## config.mk

```make
export PLATFORM = sky130hd
export DESIGN_NAME = utils_mul_booth_seq
export DESIGN_NICKNAME = d
export VERILOG_FILES = /design/src/rtl/utils_mul_booth_seq.sv
export SDC_FILE = /design/constraint.sdc
export NUM_CORES = 1
export LEC_CHECK = 0
export BUFFER_PORTS_ARGS = -buffer_cell sky130_fd_sc_hd__buf_2
export CORE_ASPECT_RATIO = 0.5
export CORE_MARGIN = 10
export CORE_UTILIZATION = 59
export CTS_CLUSTER_DIAMETER = 200
export CTS_CLUSTER_SIZE = 14
export DETAILED_ROUTE_END_ITERATION = 10
export GPL_ROUTABILITY_DRIVEN = 0
export HOLD_SLACK_MARGIN = 0.06
export PLACE_DENSITY = 0.89
export SKIP_CTS_REPAIR_TIMING = 1
export SLEW_MARGIN = 20
export SYNTH_ARGS = -nofsm -noshare
export SYNTH_HDL_FRONTEND = slang
export SYNTH_SLANG_ARGS = --single-unit
```

## constraint.sdc

```tcl
create_clock -name clk -period 3.5 [get_ports clk]
set_input_delay 0.35 -clock clk [delete_from_list [all_inputs] [get_ports clk]]
set_output_delay 0.35 -clock clk [all_outputs]
set_load 0.005 [all_outputs]
```

## src/rtl/utils_mul_booth_seq.sv

```systemverilog
// Sequential radix-4 Booth multiplier: one Booth digit per cycle, LSB digit first.
// Valid/ready operand beat in; product held in DONE until the consumer takes it.
module utils_mul_booth_seq #(
    parameter int DW = 8
) (
    input  logic            clk,
    input  logic            rst_n,
    input  logic            in_valid,
    output logic            in_ready,
    input  logic [DW-1:0]   a,
    input  logic [DW-1:0]   b,
    input  logic            as,
    output logic            out_valid,
    input  logic            out_ready,
    output logic [2*DW-1:0] product,
    output logic            busy
);
    localparam int N  = DW/2 + 1;   // Booth digits in the (DW+2)-bit extended multiplier
    localparam int AW = 2*DW + 4;   // holds any (DW+2)x(DW+2) signed product
    localparam int BW = DW + 3;     // extended multiplier plus the implicit b[-1]
    localparam int CW = $clog2(N);

    typedef enum logic [1:0] {IDLE, BUSY, DONE} state_t;

    state_t        state, state_nx;
    logic [AW-1:0] a_sh;   // a_ext * 4^i, shifted as digits are consumed
    logic [AW-1:0] acc, acc_nx, pp, addend;
    logic [BW-1:0] b_sh;   // remaining digits; current triplet sits in [2:0]
    logic [CW-1:0] cnt;
    logic [2:0]    trip;
    logic          neg, one, two, last;

    // NOTE: sequential state uses non-blocking assignments so every register
    // samples the pre-edge values, independent of block ordering.
    always_ff @(posedge clk or negedge rst_n) begin
        if (!rst_n) state <= IDLE;
        else        state <= state_nx;
    end

    // NOTE: every always_comb output gets a default first so no path can
    // leave it unassigned and infer a latch.
    always_comb begin
        state_nx  = state;
        in_ready  = 1'b0;
        out_valid = 1'b0;
        busy      = 1'b0;
        case (state)
            IDLE: begin
                in_ready = 1'b1;
                if (in_valid) state_nx = BUSY;
            end
            BUSY: begin
                busy = 1'b1;
                if (last) state_nx = DONE;
            end
            DONE: begin
                out_valid = 1'b1;
                if (out_ready) state_nx = IDLE;
            end
            default: state_nx = IDLE;
        endcase
    end

    // Booth digit: 000/111 -> 0, 001/010 -> +1, 011 -> +2, 100 -> -2, 101/110 -> -1
    assign trip   = b_sh[2:0];
    assign one    = trip[1] ^ trip[0];
    assign two    = (trip == 3'b011) || (trip == 3'b100);
    assign neg    = trip[2] & ~(trip[1] & trip[0]);
    assign pp     = two ? (a_sh << 1) : (one ? a_sh : '0);
    assign addend = neg ? ~pp : pp;
    assign acc_nx = acc + addend + AW'(neg);
    assign last   = (cnt == CW'(N - 1));

    // NOTE: the datapath registers are few and plain flops, so they are all
    // reset; an aborted operation leaves nothing behind after reset.
    always_ff @(posedge clk or negedge rst_n) begin
        if (!rst_n) begin
            a_sh    <= '0;
            b_sh    <= '0;
            acc     <= '0;
            cnt     <= '0;
            product <= '0;
        end else if (state == IDLE) begin
            if (in_valid) begin
                a_sh <= {{(AW-DW){as & a[DW-1]}}, a};
                b_sh <= {{2{as & b[DW-1]}}, b, 1'b0};
                acc  <= '0;
                cnt  <= '0;
            end
        end else if (state == BUSY) begin
            acc  <= acc_nx;
            a_sh <= a_sh << 2;
            b_sh <= b_sh >> 2;
            cnt  <= cnt + CW'(1);
            if (last) product <= acc_nx[2*DW-1:0];
        end
    end
endmodule
```

==> metrics.cfg <==
[run_status]
status=completed

[synthesis]
synth_xor_area_share_pct=7.65
synth_compound_area_share_pct=23.4
synth.distinct_cells=42
ys_ff_latch=63
syn_nets=420
async_flop_share_pct=100
synth-main-ff-cell=dfrtp_1
synthSimpleGateAreaFrac_pct=13.0
synthAdderAreaFrac_pct=7.26
post_synth_mux_area_share_pct=0.916
synth_top_family_by_area=compound AO/OA/AOI/OAI gates
syn_inst=379
synth_top_area_share_pct=44.4
synth.largest_area_cell=dfrtp_1
ys_top_cells_by_area=dfrtp_1 44%, ha_1 6.7%, nand2_1 6.3%
avgSynthCellArea_sq_um=9.37
yosysWarnings=0
netlist_area_sq_um=3550
seq_area_frac_synth_pct=44.4
synth_edf_count=0

[worst_setup_path]
cp_top_family=adder cells
required_ns=3.70
cpPeakStageDelay_ns=0.40
cp_data_arrival_time_ns=3.53
crit_fanout=14
worstSetupPathType=flip-flop to flip-flop
startpoint_type=flip-flop
crit_chain=ha_1 > mux2i_1 > buf_4 > and3_1 > a21oi_1 > xnor2_1 > ha_1 > nand3_1 > nor2_1 > o21ai_4 > a21boi_2 > a31oi_1 > xnor2_1 > o21ai_1
crit_path_end_kind=flip-flop
crit_path_top_delay_cell=ha_1
crit_buf_inv=1

[global_route]
antenna_found_initial=0
track_usage_pct=19.4
grt_pass1_wl_microns=15200
grt_max_degree=41
overflow=0
grt_pass1_vias=3180

[die]
die-area_sq_um=9710
core_sq_um=5660
die-width_microns=130
dieHeight_microns=74.8
fp-row-count=19
pin_count=40
start_util_pct=62.7

[cts]
cts_made_buffers=9
cts.clk_slew.worst_paths_ns=0.05
ctsHtreeMaxLevel=3
worstSkewPairLatency_ns=0.33
cts_tree=built
cts_sinks=63
ctsRootBufferMaster=clkbuf_16
clk_path_buf_depth=2

[route]
wl_met1_microns=3800
drt-pass1-iter-count=6
ant_nets=0
route.met3.wl_microns=912
routed_via_density=6.24
met2_length_microns=4090
wl_microns=9080
drt_first_iter_violations=324
route.detailed.drc=0
via_count=3085
highest_layer=met4
wl_per_cell_microns=18.4

[flow_run]
drv_cap=0

[placement]
dp_slack_ns=0.123
dp_hpwl_microns=6290
portBuffers=39

[timing]
finalWorstSetupSlack_ns=0.172
post-route-min-period_ns=3.33
skew_ns=0.00558
hold_viol=0
setup_violations=0
fin_setup_tns_ns=0
max_slew_margin_pct=35.8
finalMaxSlewViolations=0
period_share_pct=95.1
tightest_slew_ns=0.962
hold-worst-slack_ns=0.140
fmax_mhz=300

[finish]
syn_to_final_growth_pct=17.0
final_cell_mix=63 x dfrtp_1, 60 x nand2_1, 39 x buf_2
final_nets=457
diodes=0
drive_gt1_share_pct=18.3
final_common_cell=dfrtp_1
nFillCells=392

[min_path]
hold_path_class=primary input to async pin

cell type report:
type / instances / area [sq um] / share of cell area (%)
repair buffers: 46 / 248 / 5.97
flip-flops and latches: 63 / 1580 / 38.0
clock buffers: 13 / 270 / 6.51
well taps: 73 / 91.3 / 2.20
multi-input cells: 287 / 1890 / 45.6
clock inverters: 3 / 40.0 / 0.964
inverters: 9 / 33.8 / 0.813
sequential cells by signal, indices dropped and copies added (netlist names):
signal and count:
product 16, cnt 3, state 2, a_sh 16, acc 16, b_sh 10
worst register-to-register path: stages, from the launching register on:
cell and delay [ns]:
dfrtp_1 0.39, ha_1 0.28, mux2i_1 0.22, buf_4 0.21, and3_1 0.18, a21oi_1 0.06
xnor2_1 0.16, ha_1 0.40, nand3_1 0.19, nor2_1 0.24, o21ai_4 0.10, a21boi_2 0.24
a31oi_1 0.14, xnor2_1 0.29, o21ai_1 0.11
synth_stat cells (2+ instances only):
cell	number
a21boi_1	2
a21o_1	6
a21oi_1	29
a22o_1	3
a22oi_1	22
a31oi_1	2
a32o_1	2
and2_1	2
and3_1	16
buf_1	2
buf_2	2
clkbuf_1	15
dfrtp_1	63
ha_1	19
inv_1	9
mux2_2	2
nand2_1	60
nand2b_1	3
nand3_1	7
nor2_1	7
nor2b_1	2
o211ai_1	2
o21ai_0	28
o21ai_1	25
o21bai_1	3
xnor2_1	24
xor2_1	7
logic make-up after synthesis:
logic type / Yosys count
AO/OA/AOI/OAI: 132
XOR/XNOR: 31
adder cells (fa/ha/maj): 20
buffers and inverters: 29
flip-flops: 63
multiplexers: 3
AND/OR/NAND/NOR: 101
per-stage QoR:
| step | std cells | instance area [sq um] | util, % |
|---|---|---|---|
| 2_1_floorplan | 379 | 3550 | - |
| 3_3_place_gp | 478 | 3810 | 67.3 |
| 3_5_place_dp | 478 | 3810 | 67.3 |
| 4_1_cts | 494 | 4120 | 72.8 |
| 5_1_grt | 494 | 4150 | 73.4 |
| 6_report | 494 | 4150 | 73.4 |
routing by layer:
metal,up-vias,GRT usage (%)
met3,37,7.08
li1,1409,-
met2,182,31.8
met4,0,8.66
met5,-,0
met1,1457,22.9
path summary, 6_finish.rpt:
kind	start	to	slack, ns	cells after the start
setup reg to reg	b_sh[0]	acc[13]	0.17	14
min in group clk	out_ready	state[1]	0.23	2
setup / recovery	b_sh[0]	acc[13]	0.17	14
hold reg to reg	product[4]	product[4]	0.47	2
hold / removal	rst_n	a_sh[0]	0.14	1
max in group asynchronous	rst_n	acc[12]	2.51	2
Power is left out: the tool's default activity adds up to more than one toggle a clock period on the data nets, which glitch-free logic cannot reach.
